**config.mk**
```make
export PLATFORM = sky130hd
export DESIGN_NAME = tut3_verilog_sort_sort_unit_seq
export DESIGN_NICKNAME = d
export VERILOG_FILES = /design/src/rtl/tut3_verilog_sort_sort_unit_seq.sv
export SDC_FILE = /design/constraint.sdc
export NUM_CORES = 1
export LEC_CHECK = 0
export ABC_CLOCK_PERIOD_IN_PS = 4000
export BUFFER_PORTS_ARGS = -buffer_cell sky130_fd_sc_hd__clkbuf_2
export CAP_MARGIN = 20
export CELL_PAD_IN_SITES_DETAIL_PLACEMENT = 1
export CELL_PAD_IN_SITES_GLOBAL_PLACEMENT = 1
export CORE_AREA = 3 3 93 95
export DETAILED_ROUTE_END_ITERATION = 10
export DIE_AREA = 0 0 96 98
export GPL_TIMING_DRIVEN = 0
export PLACE_DENSITY_LB_ADDON = 0.1
export SYNTH_ARGS = -nofsm -noshare
export SYNTH_HDL_FRONTEND = slang
export SYNTH_SLANG_ARGS = --single-unit
```
**constraint.sdc**
```tcl
create_clock -name clk -period 4 [get_ports clk]
set_input_delay 0.8 -clock clk [delete_from_list [all_inputs] [get_ports clk]]
set_output_delay 0.8 -clock clk [all_outputs]
set_load 0.05 [all_outputs]
```
**src/rtl/tut3_verilog_sort_sort_unit_seq.sv**
```systemverilog
// Sequential odd-even transposition sorter, one compare phase per cycle.
// Optional early exit on two swap-free phases: SORT_UNIT_SEQ_EARLY_EXIT_EN.
module tut3_verilog_sort_sort_unit_seq #(
  parameter  int p_nbits  = 8,
  parameter  int p_nelems = 4,
  localparam int PW       = $clog2(p_nelems + 1),
  localparam int MW       = p_nelems * p_nbits
) (
  input  logic          clk,
  input  logic          reset,
  input  logic          in_val,
  output logic          in_rdy,
  input  logic [MW-1:0] in_msg,
  input  logic          in_descend,
  output logic          out_val,
  input  logic          out_rdy,
  output logic [MW-1:0] out_msg,
  output logic [PW-1:0] out_phases
);

  typedef enum logic [1:0] {
    IDLE,
    SORT,
    DONE
  } state_e;

  state_e        state_q;
  logic [MW-1:0] work_q;
  logic [MW-1:0] work_d;
  logic [PW-1:0] phase_q;
  logic [PW-1:0] phases_q;
  logic          desc_q;
  logic          last;
  logic          done_now;

`ifdef SORT_UNIT_SEQ_EARLY_EXIT_EN
  logic          swap_any;
  logic          prev_swap_q;
`endif

  always_comb begin
    logic [p_nbits-1:0] a;
    logic [p_nbits-1:0] b;
    a      = '0;
    b      = '0;
    work_d = work_q;
`ifdef SORT_UNIT_SEQ_EARLY_EXIT_EN
    swap_any = 1'b0;
`endif
    // Pairs within a phase are disjoint, so all read work_q directly.
    for (int i = 0; i < p_nelems - 1; i++) begin
      if (i[0] == phase_q[0]) begin
        a = work_q[i*p_nbits +: p_nbits];
        b = work_q[(i+1)*p_nbits +: p_nbits];
        if (desc_q ? (a < b) : (a > b)) begin
          work_d[i*p_nbits +: p_nbits]     = b;
          work_d[(i+1)*p_nbits +: p_nbits] = a;
`ifdef SORT_UNIT_SEQ_EARLY_EXIT_EN
          swap_any = 1'b1;
`endif
        end
      end
    end
  end

  assign last = (phase_q == PW'(p_nelems - 1));

`ifdef SORT_UNIT_SEQ_EARLY_EXIT_EN
  assign done_now = last ||
    ((phase_q != '0) && !swap_any && !prev_swap_q);
`else
  assign done_now = last;
`endif

  always_ff @(posedge clk or negedge reset) begin
    if (!reset) begin
      state_q  <= IDLE;
      work_q   <= '0;
      phase_q  <= '0;
      phases_q <= '0;
      desc_q   <= 1'b0;
`ifdef SORT_UNIT_SEQ_EARLY_EXIT_EN
      prev_swap_q <= 1'b0;
`endif
    end else begin
      unique case (state_q)
        IDLE: begin
          if (in_val) begin
            work_q  <= in_msg;
            desc_q  <= in_descend;
            phase_q <= '0;
            state_q <= SORT;
`ifdef SORT_UNIT_SEQ_EARLY_EXIT_EN
            prev_swap_q <= 1'b0;
`endif
          end
        end
        SORT: begin
          work_q  <= work_d;
          phase_q <= phase_q + PW'(1);
`ifdef SORT_UNIT_SEQ_EARLY_EXIT_EN
          prev_swap_q <= swap_any;
`endif
          if (done_now) begin
            state_q  <= DONE;
            phases_q <= phase_q + PW'(1);
          end
        end
        DONE: begin
          if (out_rdy) state_q <= IDLE;
        end
        default: state_q <= IDLE;
      endcase
    end
  end

  assign in_rdy     = reset && (state_q == IDLE);
  assign out_val    = (state_q == DONE);
  assign out_msg    = work_q;
  assign out_phases = phases_q;

endmodule

```
; After elaboration in Yosys (flattened, before gate mapping)
; Index checks and enable logic that the tools add are counted.
[totals]
reg_bits = 41
latch_bits = 0
input_bits = 37
mem_bits_rw = 0
romBits = 0
memories = 0
[op_classes]
div = 0
n_shift = 0
n_bitwise = 0
add_sub_neg = 1
muxes = 17
n_eq_ne = 9
mul = 0
magnitude_cmp = 6
n_reduce_logical = 9
[op_table]
columns = cell, n
row1 = $mux W16, 6
row2 = $pmux W32 S2, 1
row3 = $mux W32, 1
row4 = $gt A8 B8 Y1, 3
row5 = $lt A8 B8 Y1, 3
row6 = $ne A2 B2 Y1 const B, 5
row7 = $reduce_and A4 Y1, 2
row8 = $mux W2, 3
row9 = $pmux W2 S3, 1
row10 = $pmux W3 S2, 1
row11 = $reduce_and A2 Y1, 3
row12 = $add A3 B1 Y3 const B, 1
row13 = $eq A3 B2 Y1 const B, 1
row14 = $mux W1, 3
row15 = $mux W3, 1
row16 = $reduce_and A3 Y1, 1
row17 = $eq A2 B1 Y1 const B, 1
row18 = $eq A2 B2 Y1 const B, 1
row19 = $logic_not A2 Y1, 1
row20 = $ne A2 B1 Y1 const B, 1
row21 = $reduce_bool A2 Y1, 1
row22 = $logic_and A1 B1 Y1, 1

; Logic depth before layout (Yosys ltp)
; Gate-level depths: netlist of run 1.
[depth]
ltp_word = 9
mapped_depth = 11
mapped_depth_nobuf = 9

; Least setup slack after synthesis of run 1
; OpenSTA, ideal clock, no wires.
[synth_timing]
kind = register to register
startpoint = register work_q[11] (netlist: out_msg[11])
endpoint = register work_q[10] (netlist: out_msg[10])
path_slack_ns = 1.106
t_arrival_ns = 2.768
setup_time_ns = 0.126
required_ns = 3.874
path_stages_with_launch = 10
path_cell_list = dfrtp_1 > inv_1 > ha_1 > and4_1 > or3_1 > a21oi_1 > a311oi_2 > nor2_2 > mux2_2 > a221o_1
[synth_via]
elab_chain_cells = 7
[synth_rtl]
columns = item, line_no
row1 = start: declaration, 28  ; logic [MW-1:0] work_q;
row2 = start signal: assignment, 89  ; work_q <= in_msg;
row3 = start signal: assignment, 99  ; work_q <= work_d;
row4 = $gt A8 B8 Y1 / $lt A8 B8 Y1 (equally long branches), 55  ; if (desc_q ? (a < b) : (a > b)) begin
row5 = $mux W1, 55
row6 = $mux W16, 55
row7 = $mux W16, 52  ; if (i[0] == phase_q[0]) begin
row8 = $mux W16, 55
row9 = $mux W16 (*), 52
row10 = $pmux W32 S2 (*), 86  ; unique case (state_q)
; Every way passes the cells marked *; elsewhere a longest branch is shown, timed or not. The select of a mux whose other input is x is not followed.
; A chain may end at the register's enable or synchronous reset.

; Worst setup path in the final report of run 1
[layout_timing]
startpoint = register work_q[23] (netlist: out_msg[23])
endpoint = register work_q[20] (netlist: out_msg[20])
; Same word-level chain as after synthesis.

==> run_results.csv, run 1 <==
group,metric,value,unit
sta,finalSetupViolCount,0,
setup_path,critPathCapture,"out_msg[20]$_DFFE_PN0P_",
floorplanning,die_width,96,microns
sta,finalSetupTns,0,ns
floorplanning,num_rows,32,
synth,synth_cell_types,37,
clock_tree,hold_buffers,0,
clock_tree,clkTransAtPathRegs,0.08,ns
finish,layout_common_cells,"73 x clkbuf_2, 41 x dfrtp_1, 37 x a21oi_1",
sta,rsz0062_at_grt,"no",
clock_tree,cts_root_buf,"clkbuf_8",
finish,diodes,0,
synth,synth_area_leaders,"dfrtp_1 39%, ha_1 12%, a21oi_1 7.0%",
sta,worst_pin_slew,0.828,ns
setup_path,path_class,"reg2reg",
setup_path,start_kind,"register",
place,place_inst,455,
setup_path,r2r_slack,1.04,ns
run,drv_cap,0,
setup_path,r2r-end,"out_msg[20]$_DFFE_PN0P_",
finish,area_delta_synth_final,22.8,%
routing,num_vias,2507,
synth,synth_top_flop_cell,"dfrtp_1",
clock_tree,cts-htree-levels,2,
routing,initialDrtViolationCount,58,
floorplanning,fp.dieArea,9410,sq um
finish,drive_above_1_share,27.5,%
place,post-dp-hpwl,6630,microns
grt,antenna_found_initial,0,
place,pre_cts_slack,0.969,ns
floorplanning,coreArea,7810,sq um
setup_path,regToRegStartpoint,"out_msg[23]$_DFFE_PN0P_",
synth,syn_area_per_cell,9.52,sq um
routing,drc,0,
sta,period_needed,2.96,ns
synth,synth_edf_count,0,
floorplanning,io_pins,74,
sta,fmax,0.337,GHz
setup_path,crit_fanout,8,
floorplanning,initial_core_util,33.9,%
sta,hold_viol,0,
routing,wirelength,8310,microns
sta,fin_crit_sh,74.1,%
sta,slew_viol_final,0,
synth,synth_seq_cells,41,
setup_path,arrival,3.14,ns
clock_tree,cts_tree,"built",
synth,seq_area_frac_synth,38.8,%
synth,synthCells,278,
setup_path,cp_slowest_cell,"a221oi_2",
grt,grt_pass1_wl,14000,microns
setup_path,crit_required,4.18,ns
floorplanning,die-height,98,microns
grt,grt_max_degree,25,
synth,syn_nets,341,
synth,synth_area,2650,sq um
clock_tree,cts_buffers,5,
finish,mostFrequentLayoutCell,"clkbuf_2",
clock_tree,cts.sink_count,41,
setup_path,startpoint,"out_msg[23]$_DFFE_PN0P_",
finish,final_nets,423,
sta,finClkSkew,0.00331,ns
clock_tree,postCtsSetupBuffers,0,
status,status,"finished, final reports clean",
setup_path,r2r_cells,8,
sta,relSlewSlack,44.7,%
setup_path,critPathCaptureType,"register",
place,port_buffers,73,
routing,viasPerCell,5.43,
routing,wl_per_cell,18.0,microns
setup_path,path_cells,"ha_1 -> nand4_1 -> nand2b_1 -> a211oi_1 -> a221oi_1 -> a221oi_2 -> a21oi_1 -> a221o_1",
synth,netlist.top_cell.by_area,"dfrtp_1",
routing,ant_nets,0,
grt,grt_pass1_vias,2752,
sta,worst_slack,1.04,ns
synth,yosys_warnings,0,
worst_hold_path,hp-class,"in2async",
routing,first_pass_iters,4,
grt,grt_overflow_total,0,
clock_tree,cts_buffer_depth,2,
clock_tree,clock_latency,0.29,ns
synth,ys_async_sr_fraction,100,%
setup_path,crit_path_max_incr_delay,0.66,ns
clock_tree,cts_resized,0,
finish,fin_cells,462,
synth,synth_top_area_share,38.8,%
grt,groute.usage.overall,18.9,%
place,gp_congestion,0.778,
[state kept, by name, indices dropped and copies added, names as in the netlist]
name / flops
out_msg: 32
out_phases: 3
phase_q: 3
state_q: 2
desc_q: 1
[synthesized netlist by cell type (3+ instances only)]
master and n:
o211ai_1 3, nand4_1 5, inv_1 29, nor2_1 14
a21oi_1 37, a22oi_1 15, ha_1 26, nand2b_1 4
a22o_1 9, o21ai_0 13, clkbuf_1 7, nor3_1 3
nor2b_1 4, dfrtp_1 41, mux2_2 8, a221o_1 17
nand2_1 18
[worst max-delay path: cells and delay by family, from the launching register on]
family | cells | cell delay (ns)
AOI/OAI and AO/OA | 5 | 1.68
adders and majority gates | 1 | 0.35
DFF | 1 | 0.46
and+or+nand+nor | 2 | 0.35
[kinds of logic (layout without fill, tap and decap cells)]
group,after synthesis,after routing,share of synthesized area (%)
fa+ha+maj,26,26,12.3
compound gates,106,106,28.4
flops,41,41,38.8
mux,10,10,4.16
buf+inv,41,123,6.47
simple gates,54,54,9.88
[worst min-delay path by stage]
stage                                    from                        end  depth (start not counted)
floorplan              phase_q[1]$_DFFE_PN0P_     phase_q[1]$_DFFE_PN0P_                          1
global placement    out_phases[2]$_DFFE_PN0P_  out_phases[2]$_DFFE_PN0P_                          2
detailed placement  out_phases[0]$_DFFE_PN0P_  out_phases[0]$_DFFE_PN0P_                          2
CTS                                     reset    out_msg[27]$_DFFE_PN0P_                          1
global route                            reset    out_msg[25]$_DFFE_PN0P_                          1
finish                                  reset    out_msg[25]$_DFFE_PN0P_                          1
[stage by stage]
stage	hold slack [ns]	area [sq um]	utilization [%]
final	0.482	3250	41.7
after global routing	0.513	3250	41.7
after CTS	0.497	3250	41.7
after detailed placement	0.498	3170	40.5
after global placement	0.469	3140	40.2
after floorplan	0.470	2650	-
[metal layers]
layer / up-vias / part of all wire, % / GRT usage (%)
li1: 1202 / - / -
met1: 1236 / 47 / 25.1
met2: 64 / 49 / 31.8
met3: 5 / 3.8 / 3.24
met4: 0 / 0.78 / 4.05
met5: - / 0 / 0
[final cells by class]
type	instances	area, sq um
buffer	12	62.6
tap	102	128
multi-input combinational	196	1450
clock buffer	7	86.3
sequential	41	1030
timing repair buffer	75	390
inverter	29	109
fill	967	4560
Power of run 1 is left out: the tool's default activity adds up to more than one toggle a clock period on the data nets, which glitch-free logic cannot reach.
==> run 2: changes to the inputs <==
- ABC_AREA: not set -> 1
- ABC_CLOCK_PERIOD_IN_PS: 4000 -> 2900
- CORE_AREA: 3 3 93 95 -> 3 3 101 103
- DIE_AREA: 0 0 96 98 -> 0 0 104 106
- clock period: 4 -> 2.9 ns (I/O delays scaled with it)
==> run 2 against run 1 <==
Against the previous run: fmax up 26%; final cell count up 45%; first-iteration DRC count up 120%; worst setup slack worse by 0.49 ns; synthesized area up 20%; die area up 17%; synthesized cell count up 65%; sequential share of layout area down 4.8 points; non-clock buffer count up 3; design area up 18%; sequential cell count unchanged; global-route usage up 0.97 points.
==> run_results.csv, run 2 <==
group,metric,value,unit
clock_tree,clock_latency,0.30,ns
synth,synth_cell_types,27,
clock_tree,cts_buffers,5,
synth,synth_area_leaders,"dfrtp_1 32%, nand2_1 14%, ha_1 10%",
floorplanning,die-height,106,microns
synth,yosys_warnings,0,
sta,fmax,0.425,GHz
clock_tree,cts_root_buf,"clkbuf_8",
floorplanning,num_rows,35,
synth,synth_seq_cells,41,
floorplanning,die_width,104,microns
floorplanning,coreArea,9280,sq um
finish,drive_above_1_share,19.9,%
floorplanning,io_pins,74,
setup_path,critPathCapture,"out_msg[7]$_DFFE_PN0P_",
clock_tree,cts_resized,0,
sta,worst_pin_slew,0.642,ns
routing,ant_nets,0,
place,port_buffers,73,
finish,final_nets,604,
grt,grt_pass1_vias,3452,
synth,seq_area_frac_synth,32.4,%
sta,holdWs,0.288,ns
clock_tree,clkTransAtPathRegs,0.09,ns
finish,diodes,0,
setup_path,r2r-end,"out_msg[7]$_DFFE_PN0P_",
setup_path,r2r_slack,0.55,ns
synth,synth_top_area_share,32.4,%
floorplanning,initial_core_util,34.1,%
grt,antenna_found_initial,0,
clock_tree,cts-htree-levels,2,
sta,slew_viol_final,0,
routing,viasPerCell,4.95,
finish,mostFrequentLayoutCell,"nand2_1",
finish,largest_reg_flops,32,
synth,synth_edf_count,0,
synth,synth_area,3170,sq um
sta,hold_viol,0,
clock_tree,cts_buffer_depth,2,
run,drv_cap,0,
place,post-dp-hpwl,8490,microns
setup_path,startpoint,"out_msg[15]$_DFFE_PN0P_",
finish,layout_common_cells,"120 x nand2_1, 73 x inv_1, 73 x clkbuf_2",
grt,grt_max_degree,23,
synth,syn_area_per_cell,6.89,sq um
routing,num_vias,3321,
setup_path,start_kind,"register",
clock_tree,cts.sink_count,41,
routing,first_pass_iters,4,
setup_path,crit_required,3.13,ns
synth,synth_top_flop_cell,"dfrtp_1",
place,gp_congestion,0.819,
sta,period_needed,2.35,ns
sta,rsz0062_at_grt,"no",
sta,relSlewSlack,57.2,%
finish,area_delta_synth_final,21.2,%
sta,finalSetupTns,0,ns
synth,synth.cells.most_frequent,"120 x nand2_1, 73 x inv_1, 41 x dfrtp_1, 40 x a21oi_1, 35 x nand3_1",
grt,grt_overflow_total,0,
routing,wl_per_cell,15.9,microns
setup_path,r2r_cells,11,
synth,syn_nets,523,
synth,ys_async_sr_fraction,100,%
setup_path,path_class,"reg2reg",
grt,groute.usage.overall,19.9,%
sta,finalSetupViolCount,0,
synth,synth.most_common_cell,"nand2_1",
synth,synthCells,460,
setup_path,critPathCaptureType,"register",
clock_tree,hold_buffers,0,
routing,drc,0,
clock_tree,postCtsSetupBuffers,0,
setup_path,arrival,2.58,ns
clock_tree,cts_tree,"built",
floorplanning,fp.dieArea,11000,sq um
routing,initialDrtViolationCount,130,
routing,wirelength,10600,microns
grt,grt_pass1_wl,17800,microns
synth,netlist.top_cell.by_area,"dfrtp_1",
sta,fin_crit_sh,81.2,%
worst_hold_path,hp-class,"in2async",
status,status,"finished, final reports clean",
sta,finClkSkew,0.00793,ns
setup_path,regToRegStartpoint,"out_msg[15]$_DFFE_PN0P_",
setup_path,crit_fanout,10,
run 2: cell count changes after synthesis, moves of 9 or more:
cell	change
nand2_1	+102
o21ai_0	+12
a22oi_1	-15
a22o_1	-9
nand4_1	+21
a221o_1	-17
nor2_1	+10
inv_1	+44
nand3_1	+35
run 2: how the worst min path moves through the flow:
stage,startpoint,slack [ns],cells past startpoint,endpoint
after floorplan,reset,0.28,0,desc_q$_DFFE_PN0P_
after global placement,phase_q[1]$_DFFE_PN0P_,0.46,2,phase_q[1]$_DFFE_PN0P_
after detailed placement,phase_q[1]$_DFFE_PN0P_,0.49,2,phase_q[1]$_DFFE_PN0P_
after CTS,reset,0.29,1,out_msg[23]$_DFFE_PN0P_
after global routing,reset,0.31,1,out_msg[7]$_DFFE_PN0P_
final,reset,0.29,1,out_msg[2]$_DFFE_PN0P_
run 2: cell families after synthesis:
family	share of synthesized area (%)
AND/OR/NAND/NOR	31.9
buffers and inverters	11.8
AO/OA/AOI/OAI	13.6
flip-flops	32.4
adder cells (fa/ha/maj)	10.3
run 2: layer usage:
layer / GRT usage (%) / vias to the layer above / share of wire [%]
met5: 0 / - / 0
met4: 4.56 / 0 / 1.4
met3: 3.10 / 9 / 3.4
met2: 33.4 / 52 / 47
met1: 26.9 / 1598 / 48
li1: - / 1662 / -
run 2: cell type report:
type	count	area [sq um]
multi-input combinational	324	1770
fill	1240	5440
timing repair buffer	74	393
buffer	16	78.8
inverter	79	297
clock inverter	1	30.0
tap	129	161
clock buffer	7	86.3
sequential	41	1030
run 2: metrics by stage:
step | cells | area [sq um] | worst slack [ns] | util, %
5_1_grt | 671 | 3840 | 0.294 | 41.4
4_1_cts | 671 | 3840 | 0.571 | 41.4
3_5_place_dp | 663 | 3720 | 0.603 | 40.1
6_report | 671 | 3840 | 0.546 | 41.4
3_3_place_gp | 662 | 3700 | 0.229 | 39.8
2_1_floorplan | 460 | 3170 | 0.594 | -
run 2: worst max-delay path, cell delays in order, from the launching register on:
cell and delay (ns):
dfrtp_1 0.50, inv_1 0.10, ha_1 0.30, nand2_1 0.08, nor2_1 0.20, nand2_1 0.12, nand3_2 0.19, nand2_2 0.12
a21boi_4 0.28, buf_6 0.19, nor2_1 0.04, a31oi_1 0.13
Power of run 2 is left out for the same reason.
